### src/rtl/ram_arbiter_if.sv
// Requester-side REQ/ACK bus used by the CPU data port and the loader port of ram_arbiter.
interface ram_arbiter_if;
    logic        req;
    logic        we;
    logic [15:0] addr;
    logic [15:0] wdata;
    logic        ack;
    logic [15:0] rdata;

    modport master (output req, we, addr, wdata, input ack, rdata);
    modport slave  (input req, we, addr, wdata, output ack, rdata);
endinterface

### src/rtl/ram_arbiter.sv
// Round-robin CPU/loader arbiter that turns REQ/ACK into the RAM_DC/RAM_WB strobe sequence.
// Define ADDR_CHECK_EN to decode unmapped addresses (skip strobes, return 0, pulse ERR).
module ram_arbiter #(
    parameter int unsigned RAM_WORDS = 64,
    parameter int unsigned IO_ADDR   = 64
) (
    input  logic         CLK,
    input  logic         RESET,
    ram_arbiter_if.slave cpu,
    ram_arbiter_if.slave ld,
    output logic [15:0]  RAM_ADDR,
    output logic [15:0]  RAM_IN,
    output logic         RAM_WEN,
    output logic         RAM_DC,
    output logic         RAM_WB,
    input  logic [15:0]  RAM_OUT,
    output logic         BUSY,
    output logic         ERR
);

    typedef enum logic [2:0] {IDLE, SETUP, STB_DC, STB_WB, RESP} state_e;
    typedef enum logic {OWNER_CPU = 1'b0, OWNER_LD = 1'b1} owner_e;

`ifdef ADDR_CHECK_EN
    localparam bit CHECK_EN = 1'b1;
`else
    localparam bit CHECK_EN = 1'b0;
`endif

    state_e      state_q, state_d;
    owner_e      last_q, last_d, grant;
    logic [15:0] ram_addr_q, ram_addr_d;
    logic [15:0] ram_in_q, ram_in_d;
    logic        ram_wen_q, ram_wen_d;
    logic        ram_dc_q, ram_dc_d;
    logic        ram_wb_q, ram_wb_d;
    logic        busy_q, busy_d;
    logic        err_q, err_d;
    logic        cpu_ack_q, cpu_ack_d;
    logic        ld_ack_q, ld_ack_d;
    logic [15:0] cpu_rdata_q, cpu_rdata_d;
    logic [15:0] ld_rdata_q, ld_rdata_d;
    logic        unmapped;

    // NOTE: every always_comb output gets a default first so no path can infer a latch.
    always_comb begin
        state_d     = state_q;
        last_d      = last_q;
        grant       = last_q;
        ram_addr_d  = ram_addr_q;
        ram_in_d    = ram_in_q;
        ram_wen_d   = ram_wen_q;
        cpu_rdata_d = cpu_rdata_q;
        ld_rdata_d  = ld_rdata_q;
        unmapped    = CHECK_EN && !((32'(ram_addr_q) < RAM_WORDS) || (32'(ram_addr_q) == IO_ADDR));

        case (state_q)
            IDLE: begin
                if (cpu.req || ld.req) begin
                    // Round-robin: on a tie the requester that was not served last wins.
                    grant      = (cpu.req && (!ld.req || last_q == OWNER_LD)) ? OWNER_CPU : OWNER_LD;
                    last_d     = grant;
                    ram_addr_d = (grant == OWNER_CPU) ? cpu.addr  : ld.addr;
                    ram_in_d   = (grant == OWNER_CPU) ? cpu.wdata : ld.wdata;
                    ram_wen_d  = (grant == OWNER_CPU) ? cpu.we    : ld.we;
                    state_d    = SETUP;
                end
            end
            SETUP: begin
                if (unmapped) begin
                    state_d = RESP;
                    if (!ram_wen_q) begin
                        if (last_q == OWNER_CPU) cpu_rdata_d = '0;
                        else                     ld_rdata_d  = '0;
                    end
                end else begin
                    state_d = STB_DC;
                end
            end
            STB_DC: begin
                state_d = ram_wen_q ? STB_WB : RESP;
                if (!ram_wen_q) begin
                    if (last_q == OWNER_CPU) cpu_rdata_d = RAM_OUT;
                    else                     ld_rdata_d  = RAM_OUT;
                end
            end
            STB_WB:  state_d = RESP;
            RESP:    state_d = IDLE;
            default: state_d = IDLE;
        endcase

        // Strobes and flags are decoded from the next state so they come straight from flops.
        ram_dc_d  = (state_d == STB_DC);
        ram_wb_d  = (state_d == STB_WB);
        busy_d    = (state_d != IDLE);
        cpu_ack_d = (state_d == RESP) && (last_q == OWNER_CPU);
        ld_ack_d  = (state_d == RESP) && (last_q == OWNER_LD);
        err_d     = (state_d == RESP) && unmapped;
    end

    // NOTE: sequential state uses non-blocking assignments only, so every flop samples pre-edge values.
    always_ff @(posedge CLK) begin
        if (RESET) begin
            state_q     <= IDLE;
            last_q      <= OWNER_LD;
            ram_addr_q  <= '0;
            ram_in_q    <= '0;
            ram_wen_q   <= 1'b0;
            ram_dc_q    <= 1'b0;
            ram_wb_q    <= 1'b0;
            busy_q      <= 1'b0;
            err_q       <= 1'b0;
            cpu_ack_q   <= 1'b0;
            ld_ack_q    <= 1'b0;
            cpu_rdata_q <= '0;
            ld_rdata_q  <= '0;
        end else begin
            state_q     <= state_d;
            last_q      <= last_d;
            ram_addr_q  <= ram_addr_d;
            ram_in_q    <= ram_in_d;
            ram_wen_q   <= ram_wen_d;
            ram_dc_q    <= ram_dc_d;
            ram_wb_q    <= ram_wb_d;
            busy_q      <= busy_d;
            err_q       <= err_d;
            cpu_ack_q   <= cpu_ack_d;
            ld_ack_q    <= ld_ack_d;
            cpu_rdata_q <= cpu_rdata_d;
            ld_rdata_q  <= ld_rdata_d;
        end
    end

    assign RAM_ADDR  = ram_addr_q;
    assign RAM_IN    = ram_in_q;
    assign RAM_WEN   = ram_wen_q;
    assign RAM_DC    = ram_dc_q;
    assign RAM_WB    = ram_wb_q;
    assign BUSY      = busy_q;
    assign ERR       = err_q;
    assign cpu.ack   = cpu_ack_q;
    assign cpu.rdata = cpu_rdata_q;
    assign ld.ack    = ld_ack_q;
    assign ld.rdata  = ld_rdata_q;

endmodule

### src/flat_wrapper.sv
// flat-port wrapper written by rule: the top's interface ports become plain ports
module ram_arbiter_flat 
#(
    parameter int unsigned RAM_WORDS = 64,
    parameter int unsigned IO_ADDR   = 64
)
  (CLK, RESET, RAM_ADDR, RAM_IN, RAM_WEN, RAM_DC, RAM_WB, RAM_OUT, BUSY, ERR, cpu_req, cpu_we, cpu_addr, cpu_wdata, cpu_ack, cpu_rdata, ld_req, ld_we, ld_addr, ld_wdata, ld_ack, ld_rdata);
  ram_arbiter_if cpu_i ();
  ram_arbiter_if ld_i ();
  input  logic CLK;
  input  logic RESET;
  output logic [15:0] RAM_ADDR;
  output logic [15:0] RAM_IN;
  output logic RAM_WEN;
  output logic RAM_DC;
  output logic RAM_WB;
  input  logic [15:0] RAM_OUT;
  output logic BUSY;
  output logic ERR;
  input wire logic [$bits(cpu_i.req)-1:0] cpu_req;
  input wire logic [$bits(cpu_i.we)-1:0] cpu_we;
  input wire logic [$bits(cpu_i.addr)-1:0] cpu_addr;
  input wire logic [$bits(cpu_i.wdata)-1:0] cpu_wdata;
  output wire logic [$bits(cpu_i.ack)-1:0] cpu_ack;
  output wire logic [$bits(cpu_i.rdata)-1:0] cpu_rdata;
  input wire logic [$bits(ld_i.req)-1:0] ld_req;
  input wire logic [$bits(ld_i.we)-1:0] ld_we;
  input wire logic [$bits(ld_i.addr)-1:0] ld_addr;
  input wire logic [$bits(ld_i.wdata)-1:0] ld_wdata;
  output wire logic [$bits(ld_i.ack)-1:0] ld_ack;
  output wire logic [$bits(ld_i.rdata)-1:0] ld_rdata;
  assign cpu_i.req = cpu_req;
  assign cpu_i.we = cpu_we;
  assign cpu_i.addr = cpu_addr;
  assign cpu_i.wdata = cpu_wdata;
  assign cpu_ack = cpu_i.ack;
  assign cpu_rdata = cpu_i.rdata;
  assign ld_i.req = ld_req;
  assign ld_i.we = ld_we;
  assign ld_i.addr = ld_addr;
  assign ld_i.wdata = ld_wdata;
  assign ld_ack = ld_i.ack;
  assign ld_rdata = ld_i.rdata;
  ram_arbiter #(.RAM_WORDS(RAM_WORDS), .IO_ADDR(IO_ADDR)) u_core (.CLK(CLK), .RESET(RESET), .cpu(cpu_i), .ld(ld_i), .RAM_ADDR(RAM_ADDR), .RAM_IN(RAM_IN), .RAM_WEN(RAM_WEN), .RAM_DC(RAM_DC), .RAM_WB(RAM_WB), .RAM_OUT(RAM_OUT), .BUSY(BUSY), .ERR(ERR));
endmodule
### config.mk
export PLATFORM = sky130hd
export DESIGN_NAME = ram_arbiter_flat
export DESIGN_NICKNAME = d
export VERILOG_FILES = /design/src/rtl/ram_arbiter_if.sv /design/src/rtl/ram_arbiter.sv /design/src/flat_wrapper.sv
export SDC_FILE = /design/constraint.sdc
export NUM_CORES = 1
export LEC_CHECK = 0
export ABC_AREA = 1
export ABC_CLOCK_PERIOD_IN_PS = 1400
export BUFFER_PORTS_ARGS = -buffer_cell sky130_fd_sc_hd__buf_2
export CAP_MARGIN = 0
export CORE_MARGIN = 8
export CORE_UTILIZATION = 35
export DETAILED_ROUTE_END_ITERATION = 16
export PLACE_DENSITY = 0.77
export SLEW_MARGIN = 10
export SYNTH_ARGS = -nofsm -noshare
export SYNTH_HDL_FRONTEND = slang
export SYNTH_SLANG_ARGS = --single-unit
### constraint.sdc
create_clock -name CLK -period 1.4 [get_ports CLK]
set_clock_uncertainty 0.2 [all_clocks]
set_input_delay 0.21 -clock CLK [delete_from_list [all_inputs] [get_ports CLK]]
set_output_delay 0.21 -clock CLK [all_outputs]
set_load 0.02 [all_outputs]
-- Yosys cells after proc, flatten, opt, wreduce, memory -nomap -nowiden
Cells that the tools add are included.
- equality and inequality tests: 6
- mux-type cells: 7
- bitwise gates (word level): 2
- reductions and logical operators: 11
- operators with widths (operator ; count):
    16-bit two-way mux ; 2
    3-bit by 2-bit equality test with 1-bit output (second input constant) ; 4
    3-bit one-hot mux with 4 select lines ; 1
    3-bit two-way mux ; 2
    3-bit AND reduction ; 2
    3-bit by 1-bit equality test with 1-bit output (second input constant) ; 1
    3-bit equality test (second input constant) ; 1
    1-bit logical AND ; 3
    3-bit logical NOT ; 1
    3-bit nonzero test ; 1
    1-bit logical OR ; 2
    1-bit two-way mux ; 2
    1-bit inverter ; 2
    2-bit AND reduction ; 1
    1-bit logical NOT ; 1
- bits in registers: 74
- input port bits: 86
- word-level logic and storage cells: 38

-- Logic depth before layout (Yosys ltp)
Gate-level depths: netlist of the first run.
- depth after elaboration: 5
- gate-level depth with buffers: 8

-- Worst setup path before layout of the first run
OpenSTA, ideal clock, no wires.
- path type: register to register
- from: reg u_core.ram_wen_q (netlist: u_core.RAM_WEN)
- to: reg u_core.cpu_rdata_q[10] (netlist: u_core.cpu.rdata[10])
- library setup time: 113 ps
- arrival time: 1059 ps
- data required time: 1087 ps
- setup slack: 28 ps
- cell stages (with the launch flop): 6
- path buffers: 1
- clock period less this slack: 1372 ps
- cell sequence: dfxtp_1 > nor2_8 > nand3_4 > buf_2 > o21ai_1 > nor2_1
- word-level cells in the longest chain between the ends: 2
- RTL lines (item ; RTL line ; text):
    start, declared ; ram_arbiter.sv:34 ; logic ram_wen_q, ram_wen_d;
    start signal, assigned ; ram_arbiter.sv:122 ; ram_wen_q <= ram_wen_d;
    1-bit inverter (no line) ; -- ;
    3-bit AND reduction (no line) ; -- ;
    end signal, assigned ; ram_arbiter.sv:129 ; cpu_rdata_q <= cpu_rdata_d;
    end, declared ; ram_arbiter.sv:41 ; logic [15:0] cpu_rdata_q, cpu_rdata_d;
No other way between the ends.
A chain may end at the register's enable or synchronous reset.

-- Worst setup path in the final report of the first run
- from: reg u_core.state_q[0]
- to: reg u_core.cpu_rdata_q[11] (netlist: u_core.cpu.rdata[11])
- word-level cells in the longest chain between the ends: 2
- RTL lines (item ; RTL line ; text):
    start, declared ; ram_arbiter.sv:30 ; state_e state_q, state_d;
    start signal, assigned ; ram_arbiter.sv:118 ; state_q <= state_d;
    3-bit by 2-bit equality test with 1-bit output ; ram_arbiter.sv:57 ; case (state_q)
    3-bit AND reduction (no line) ; -- ;
No other way between the ends.

==> flow_summary.toml, run 1 <==
[power]
powerDensity_nw_per_um2 = 1160
leakage_uw = 0.00295
irDropWorstVdd_mv = 0.615
power.switching_uw = 1980
clkPwrFrac_pct = 34.2
switching_share_pct = 30.8
power_frac_comb_pct = 28.4
power_frac_seq_pct = 37.4
p_int_uw = 4450

[placed_design]
io_buffers = 155
place_inst = 815
dp_hpwl_um = 7200
place_congestion = 0.774

[cells_and_area]
layout-drive-gt1-share_pct = 28.4
synthToLayoutAreaGrowth_pct = 63.0
nNetsFinal = 855
stdcell_count = 908

[detailed_routing]
dr_total_vias = 3914
viasPerCell = 4.31
ant_nets = 0
drc_errors = 0
drt-total-wl_um = 11700
drt-pass1-iter-count = 4
wl_per_cell_um = 12.9
drt_iter0_drc = 196

[global_route]
grt_pass1_wl_um = 18600
grt_max_degree = 37
grt_pass1_vias = 3813
grt.overflow.total = 0
antenna_found_initial = 1
gr-usage-all-layers_pct = 17.6

[sta]
post-route-period-util_pct = 103
max_freq_mhz = 696
fin_ws_ns = -0.0364
finalSetupViolCount = 9
hold_viol = 0
finalSetupTns_ns = -0.195
finalMaxSlewViolations = 0
period_needed_ns = 1.44
grt_setup_unrepaired = "true"

[worst_setup_path]
critical_path_class = "reg2reg"
rr_worst_depth = 6
critPathMaxStageDelay_ns = 0.33
setup.worst_path.start_class = "flop"
path_max_fanout = 8
worst_ep_arrival_time_ns = 1.48
required_ns = 1.44
crit_chain = "buf_6 > nor2_8 > nand3_4 > buf_12 > o21ai_2 > nor2_1"
critPathBufInv = 2
endpoint_kind = "flop"
path_depth = 6
slowest_stage = "dfxtp_2"
crit_family = "simple AND/OR/NAND/NOR gates"

[die]
fp.dieH_um = 115
num_rows = 36
dieArea_um2 = 13200
io_pins = 157
core_um2 = 9640
initial_core_util_pct = 35.4
die_x_um = 115

[logic_synthesis]
syn_avg_cell_area_um2 = 6.41
synth_seq_area_share_pct = 43.4
synth.ff_latch_count = 74
yosysWarnings = 0
synth_cell_types = 25
netlist_area_um2 = 3410
syn_nets = 618
synth_cells = 532

[worst_hold_path]
min_path_type = "in2reg"
min_path_cells = 5

[clock_tree]
htree_levels = 3
clockBufferDepth = 2
insertion_delay_ns = 0.34
cts_tree = "built"
root_buffer = "clkbuf_8"
tritoncts_num_sinks = 74
numCtsBuffers = 9
clk_pin_slew_ns = 0.08

[outcome]
status = "finished with violations"
violations = "setup timing"

[job]
max_cap_viol_count = 0
-- repair_timing --
action / CTS / global route
resized for setup: 7 / 17
hold endpoints to repair: 65 / 2
hold buffers: 73 / 1
setup buffers: 0 / 1
gates cloned: 1 / 0
setup endpoints to repair: 15 / 67
pin swaps: 1 / 1
-- cell usage in the layout (no fill, tap or decap), types with 3 or more instances in the layout --
cell type        n
buf_2          155
nand2_1        152
nor2_1         138
dlygate4sd3_1   74
inv_1           70
dfxtp_1         70
a21oi_1         18
nand4_1         16
buf_4           12
clkbuf_8         9
o21ai_2          8
buf_12           8
o21ai_1          5
bufinv_16        4
dfxtp_2          4
nand2_2          3
nand3_1          3
o21ai_0          3
buf_6            3
-- layout make-up --
type	count	area (um^2)
fill	894	4080
timing repair buffer	253	1820
multi-input combinational	357	1540
sequential	74	1490
inverter	74	283
tap	133	166
clock inverter	6	138
clock buffer	10	128
antenna	1	2.50
-- registers in the layout, indices dropped and copies added (netlist names), 3 cells and up --
signal,cells
u_core.RAM_ADDR,16
u_core.RAM_IN,16
u_core.cpu.rdata,16
u_core.ld.rdata,16
u_core.state_q,3
-- Yosys cell counts --
library cell | count | area share (%)
buf_2 | 11 | 1.6
o21ai_0 | 6 | 0.88
inv_4 | 1 | 0.18
a31oi_1 | 1 | 0.18
o21ai_1 | 10 | 1.5
nor2_8 | 2 | 1.2
clkbuf_1 | 10 | 1.1
nand3_1 | 3 | 0.44
nand3_4 | 1 | 0.51
nand2_1 | 155 | 17
dfxtp_1 | 74 | 43
conb_1 | 1 | 0.11
buf_4 | 2 | 0.44
nand4_1 | 16 | 2.9
nor2_4 | 1 | 0.33
buf_1 | 1 | 0.11
a21oi_1 | 18 | 2.6
nand2_4 | 1 | 0.33
inv_2 | 2 | 0.22
inv_1 | 70 | 7.7
nor2_1 | 139 | 15
nor3_1 | 1 | 0.15
clkinv_1 | 1 | 0.11
buf_6 | 4 | 1.3
nand3_2 | 1 | 0.29
-- worst paths after layout --
| kind | endpoint | slack, ns | from |
|---|---|---|---|
| max | u_core.cpu.rdata[11]$_SDFFE_PP0P_ | -0.04 | u_core.state_q[0]$_SDFF_PP0_ |
| min | u_core.RAM_ADDR[0]$_SDFFE_PP0P_ | 0.01 | cpu_addr[0] |
| min reg2reg | u_core.ld.rdata[0]$_SDFFE_PP0P_ | 0.26 | u_core.ld.rdata[0]$_SDFFE_PP0P_ |
| max reg2reg | u_core.cpu.rdata[11]$_SDFFE_PP0P_ | -0.04 | u_core.state_q[0]$_SDFF_PP0_ |
-- metal layers --
| layer | wire length (um) | global-route usage (%) | up-vias |
|---|---|---|---|
| li1 | - | - | 2055 |
| met1 | 4780 | 19.6 | 1676 |
| met2 | 5600 | 30.2 | 163 |
| met3 | 1130 | 6.09 | 20 |
| met4 | 225 | 7.09 | 0 |
| met5 | 0 | 0 | - |
-- tightest hold or removal path: stages --
cell and delay (ns):
buf_2 0.07, inv_1 0.03, nor2_1 0.08, nor2_1 0.05, nor2_1 0.07
-- power by group through the flow --
stage	registers [uW]	clock network (uW)	logic, uW
after floorplan	2680	0	778
after global placement	2440	0	1590
after detailed placement	2440	0	1600
after CTS	2400	2270	1780
after global routing	2420	2360	2020
final	2400	2200	1830
-- per-stage QoR --
step | instance area [um^2] | power (uW) | worst slack (ns) | hold WS (ns) | utilization, %
after floorplan | 3410 | 3450 | 0.0276 | 0.159 | -
after global placement | 4470 | 4020 | -0.0291 | 0.245 | 46.4
after detailed placement | 4470 | 4040 | -0.0395 | 0.251 | 46.4
after CTS | 5500 | 6450 | -0.00698 | -0.0857 | 57.0
after global routing | 5560 | 6800 | -0.0933 | 0.0326 | 57.7
final | 5560 | 6430 | -0.0364 | 0.0109 | 57.7
-- cell families (layout without fill, tap and decap cells) --
| group | after synthesis | after routing | synth area share, % |
|---|---|---|---|
| flip-flops | 74 | 74 | 43.4 |
| other | 1 | 2 | 0.110 |
| buffers and inverters | 102 | 343 | 12.8 |
| AND/OR/NAND/NOR | 320 | 321 | 38.5 |
| AO/OA/AOI/OAI | 35 | 35 | 5.17 |
Power figures use the tool's default switching activity.
==> inputs of run 2 (changes only) <==
--- a/config.mk
+++ b/config.mk
@@ -10,9 +10,9 @@
 export BUFFER_PORTS_ARGS = -buffer_cell sky130_fd_sc_hd__buf_2
 export CAP_MARGIN = 0
 export CORE_MARGIN = 8
-export CORE_UTILIZATION = 35
+export CORE_UTILIZATION = 42
 export DETAILED_ROUTE_END_ITERATION = 16
-export PLACE_DENSITY = 0.77
+export PLACE_DENSITY = 0.88
 export SLEW_MARGIN = 10
 export SYNTH_ARGS = -nofsm -noshare
 export SYNTH_HDL_FRONTEND = slang
==> flow_summary.toml, run 2 (synthesis results as in run 1) <==
[outcome]
status = "finished with violations"
violations = "setup timing"

[cells_and_area]
layout_commonest_cell = "buf_2"
stdcell_count = 866
final_area_um2 = 5380
nNetsFinal = 840
ff_latch_area_um2 = 1490
multi_input_area_um2 = 1560
synthToLayoutAreaGrowth_pct = 57.5
fin_util_pct = 66.8
n_fill_cell = 699
layout-drive-gt1-share_pct = 29.0
mostFrequentLayoutCells = "155 x buf_2, 153 x nand2_1, 138 x nor2_1"

[global_route]
grt_pass1_wl_um = 18600
gr-usage-all-layers_pct = 19.9
grt_pass1_vias = 3891
grt_max_degree = 36
grt.overflow.total = 0
antenna_found_initial = 3

[worst_setup_path]
rrSetupSlack_ns = -0.02
path_max_fanout = 18
slowest_stage = "dfxtp_2"
endpoint_kind = "flop"
crit_top_cell = "nor2_1"
r2r_start = "u_core.state_q[0]$_SDFF_PP0_"
timing.rr.end = "u_core.RAM_ADDR[8]$_SDFFE_PP0P_"
rr_worst_depth = 7
setup.worst_path.start_class = "flop"
crit_chain = "nor2_1 > nand2_1 > nor2_4 > buf_12 > nand2_1 > nor2_1 > nor2_1"
required_ns = 1.43
worst_ep_arrival_time_ns = 1.45
critical_path_class = "reg2reg"
critPathMaxStageDelay_ns = 0.36

[power]
powerDensity_nw_per_um2 = 1130
leakage_uw = 0.00288
irDropWorstVdd_mv = 0.522
p_total_uw = 6100

[clock_tree]
clk_pin_slew_ns = 0.08
clockBufferDepth = 2
tritoncts_num_sinks = 74
numCtsBuffers = 9
root_buffer = "clkbuf_8"
cts_tree = "built"
insertion_delay_ns = 0.33
htree_levels = 3

[worst_hold_path]
hold_end = "u_core.RAM_ADDR[12]$_SDFFE_PP0P_"
min_path_type = "in2reg"
worstHoldStart = "cpu_addr[12]"
min_path_cells = 5

[sta]
fin_ws_ns = -0.0170
max_freq_mhz = 706
post-route-period-util_pct = 101
whs_ns = 0.0196
hold_viol = 0
finalSetupViolCount = 11
finalMaxSlewViolations = 0
period_needed_ns = 1.42
grt_setup_unrepaired = "true"

[detailed_routing]
ant_nets = 0
drt_iter0_drc = 173
dr_total_vias = 3928
viasPerCell = 4.54
drt-total-wl_um = 11600
drt-pass1-iter-count = 5
wl_per_cell_um = 13.4
drc_errors = 0

[die]
num_rows = 33
fp.dieH_um = 106
die_x_um = 106
initial_core_util_pct = 42.4
core_um2 = 8050
io_pins = 157
dieArea_um2 = 11300

[placed_design]
dp_hpwl_um = 7070
place_congestion = 0.818
placed_area_um2 = 4360
io_buffers = 155
place_inst = 781

[job]
max_cap_viol_count = 0
run 2: changes by cell type in the layout (fill, tap and decap cells not counted), sizes merged:
cell | before | now
dlygate4sd3 | 74 | 60
buf | 179 | 176
clkbuf | 10 | 13
bufinv | 4 | 2
clkinvlp | 0 | 1
diode | 1 | 2
run 2: where the power goes:
part	switching, uW	internal (uW)	total [uW]	leakage [uW]
Sequential	113	2300	2410	0.000608
Clock	807	1110	1920	0.000116
Combinational	1040	725	1760	0.00216
run 2: metal layers:
metal	routed length, um	share of wire, %	GRT usage [%]	up-vias
li1	-	-	-	2031
met1	4720	41	21.7	1685
met2	5710	49	34.8	188
met3	940	8.1	6.41	22
met4	248	2.1	8.54	2
met5	12	0.10	0	-
run 2: timing repair:
item / 4_1_cts / 5_1_grt
setup buffers: 0 / 3
endpoints found under the hold margin: 64 / 0
gates cloned: 0 / 4
endpoints found under the setup margin: 34 / 58
resized for setup: 3 / 27
hold buffers: 60 / 0
pin swaps: 1 / 2
run 2: final cells by class:
class | count | area share (%)
Timing Repair Buffer | 238 | 31.1
Clock buffer | 11 | 2.82
Sequential cell | 74 | 27.8
Clock inverter | 5 | 1.58
Multi-Input combinational cell | 357 | 28.9
Tap cell | 105 | 2.44
Antenna cell | 2 | 0.0931
Inverter | 74 | 5.31
run 2: how the worst max path moves through the flow:
stage                                      start                           endpoint  slack, ns  cells after the start
global route        u_core.state_q[0]$_SDFF_PP0_    u_core.RAM_ADDR[8]$_SDFFE_PP0P_      -0.12                      7
CTS                 u_core.state_q[0]$_SDFF_PP0_      u_core.RAM_IN[2]$_SDFFE_PP0P_      -0.02                      7
finish              u_core.state_q[0]$_SDFF_PP0_    u_core.RAM_ADDR[8]$_SDFFE_PP0P_      -0.02                      7
floorplan            u_core.RAM_WEN$_SDFFE_PP0P_  u_core.cpu.rdata[10]$_SDFFE_PP0P_       0.03                      5
detailed placement  u_core.state_q[0]$_SDFF_PP0_      u_core.RAM_IN[2]$_SDFFE_PP0P_      -0.06                      7
global placement    u_core.state_q[0]$_SDFF_PP0_      u_core.RAM_IN[2]$_SDFFE_PP0P_     0.0006                      7
run 2: through the flow:
step,TNS [ns],setup slack (ns)
3_5_place_dp,-0.836,-0.0550
6_report,-0.0748,-0.0170
3_3_place_gp,0,0.000594
5_1_grt,-2.47,-0.124
4_1_cts,-0.0762,-0.0230
2_1_floorplan,0,0.0276
run 2: worst max-delay path, delay by kind of cell, from the launching register on:
family        cells  cell delay [ns]
simple gates      6             0.58
flops             1             0.36
buf+inv           1             0.17
==> inputs of run 3 (changes only) <==
--- a/config.mk
+++ b/config.mk
@@ -13,6 +13,7 @@
 export CORE_UTILIZATION = 42
 export DETAILED_ROUTE_END_ITERATION = 16
 export PLACE_DENSITY = 0.88
+export SETUP_SLACK_MARGIN = 0.3
 export SLEW_MARGIN = 10
 export SYNTH_ARGS = -nofsm -noshare
 export SYNTH_HDL_FRONTEND = slang
==> flow_summary.toml, run 3 (synthesis results as in run 1) <==
[outcome]
status = "finished with violations"
violations = "hold timing, setup timing"

[sta]
finalSetupViolCount = 65
period_needed_ns = 1.57
hold_viol = 1
finalMaxSlewViolations = 0
whs_ns = -0.00198
max_freq_mhz = 636
grt_setup_unrepaired = "true"
post-route-period-util_pct = 112
finalSetupTns_ns = -5.48
fin_ws_ns = -0.171

[worst_setup_path]
slowest_stage = "dfxtp_4"
worst_ep_arrival_time_ns = 1.65
required_ns = 1.47
rr_worst_depth = 6
crit_family = "simple AND/OR/NAND/NOR gates"
critPathMaxStageDelay_ns = 0.41
endpoint_kind = "flop"
setup.worst_path.start_class = "flop"
rrSetupSlack_ns = -0.17
crit_chain = "inv_4 > nor2_8 > nand3_4 > inv_4 > nor2_1 > nor2_1"
critPathBufInv = 2
path_max_fanout = 8
r2r_start = "u_core.state_q[1]$_SDFF_PP0_"
timing.rr.end = "u_core.cpu.rdata[11]$_SDFFE_PP0P_"
critical_path_class = "reg2reg"

[die]
io_pins = 157
dieArea_um2 = 11300
die_x_um = 106
fp.dieH_um = 106
core_um2 = 8050
num_rows = 33
initial_core_util_pct = 42.4

[global_route]
grt_pass1_wl_um = 21800
antenna_found_initial = 1
grt_max_degree = 45
gr-max-usage-layer = "met2"
gr-usage-met2_pct = 42.6
gr-usage-met3_pct = 8.05
gr-usage-all-layers_pct = 23.9
grt_use_met1_pct = 23.5
grt.overflow.total = 0
grt_pass1_vias = 4383

[cells_and_area]
multi_input_area_um2 = 1880
ff_latch_area_um2 = 1590
nNetsFinal = 888
n_fill_cell = 414
mostFrequentLayoutCells = "123 x nand2_1, 113 x nor2_1, 85 x buf_2"
final_area_um2 = 6750
synthToLayoutAreaGrowth_pct = 97.9
layout_commonest_cell = "nand2_1"
layout-drive-gt1-share_pct = 46.5

[power]
power.switching_uw = 2520
power_frac_comb_pct = 37.4
leakage_uw = 0.00331
switching_share_pct = 34.6
clkPwrFrac_pct = 28.2
p_int_uw = 4770
powerDensity_nw_per_um2 = 1080
power_frac_seq_pct = 34.5
irDropWorstVdd_mv = 0.634

[detailed_routing]
ant_nets = 0
dr_total_vias = 4660
drt-pass1-iter-count = 6
drc_errors = 0
drt-total-wl_um = 17600
drt_iter0_drc = 317
wl_per_cell_um = 19.3
viasPerCell = 5.10

[placed_design]
dp_hpwl_um = 6910
place_congestion = 0.790
dp_worst_setup_slack_ns = -0.0302
io_buffers = 155
placed_area_um2 = 4350

[clock_tree]
clk_pin_slew_ns = 0.09
root_buffer = "clkbuf_8"
tritoncts_num_sinks = 74
cts_tree = "built"
htree_levels = 3
insertion_delay_ns = 0.35
clockBufferDepth = 2
numCtsBuffers = 9

[worst_hold_path]
hold_end = "u_core.RAM_WEN$_SDFFE_PP0P_"
worstHoldStart = "cpu_we"
min_path_type = "in2reg"
min_path_cells = 5

[job]
max_cap_viol_count = 0
run 3: area by class of cell:
cell class / count / share of cell area, %
Antenna cell: 1 / 0.0371
Clock buffer: 10 / 2.21
Clock inverter: 6 / 1.39
Inverter: 74 / 4.34
Multi-Input combinational cell: 361 / 27.9
Sequential cell: 74 / 23.5
Tap cell: 105 / 1.95
Timing Repair Buffer: 281 / 38.6
Timing Repair inverter: 1 / 0.0927
run 3: power by group through the flow:
stage	sequential, uW	clock [uW]	combinational [uW]
2_1_floorplan	2680	0	812
3_3_place_gp	2450	0	1500
3_5_place_dp	2460	0	1520
4_1_cts	2480	2040	2010
5_1_grt	2530	2170	2890
6_report	2510	2050	2730
run 3: per-layer routing:
metal	up-vias	wire length [um]
li1	2135	-
met1	2121	6070
met2	324	9000
met3	80	1590
met4	0	914
met5	-	0
run 3: what timing repair did:
action	CTS	global route
hold endpoints to repair	65	1
setup endpoints to repair	141	143
cloned	3	10
pin swaps	2	44
resized for setup	216	97
setup buffers	6	24
hold buffers	76	1
run 3: worst max path at each step:
| stage | start | end | slack, ns | depth (start not counted) |
|---|---|---|---|---|
| floorplan | u_core.state_q[0]$_SDFF_PP0_ | u_core.RAM_ADDR[10]$_SDFFE_PP0P_ | 0.09 | 7 |
| global placement | u_core.state_q[1]$_SDFF_PP0_ | u_core.cpu.rdata[3]$_SDFFE_PP0P_ | -0.007 | 6 |
| detailed placement | u_core.state_q[1]$_SDFF_PP0_ | u_core.cpu.rdata[1]$_SDFFE_PP0P_ | -0.03 | 6 |
| CTS | u_core.state_q[1]$_SDFF_PP0_ | u_core.RAM_ADDR[14]$_SDFFE_PP0P_ | -0.01 | 7 |
| global route | u_core.state_q[1]$_SDFF_PP0_ | u_core.ld.rdata[11]$_SDFFE_PP0P_ | -0.17 | 6 |
| finish | u_core.state_q[1]$_SDFF_PP0_ | u_core.cpu.rdata[11]$_SDFFE_PP0P_ | -0.17 | 6 |
run 3: worst min-delay path, cell delays in order:
cell	delay (ns)
buf_2	0.10
inv_1	0.04
nor2_1	0.04
nor2_2	0.07
nor2_1	0.04
run 3: stage by stage:
| step | total power, uW | cells | utilization, % |
|---|---|---|---|
| after floorplan | 3490 | 532 | - |
| after global placement | 3950 | 776 | 54.0 |
| after CTS | 6540 | 877 | 74.8 |
| after global routing | 7580 | 913 | 83.9 |
| final | 7290 | 913 | 83.9 |
| after detailed placement | 3970 | 776 | 54.0 |
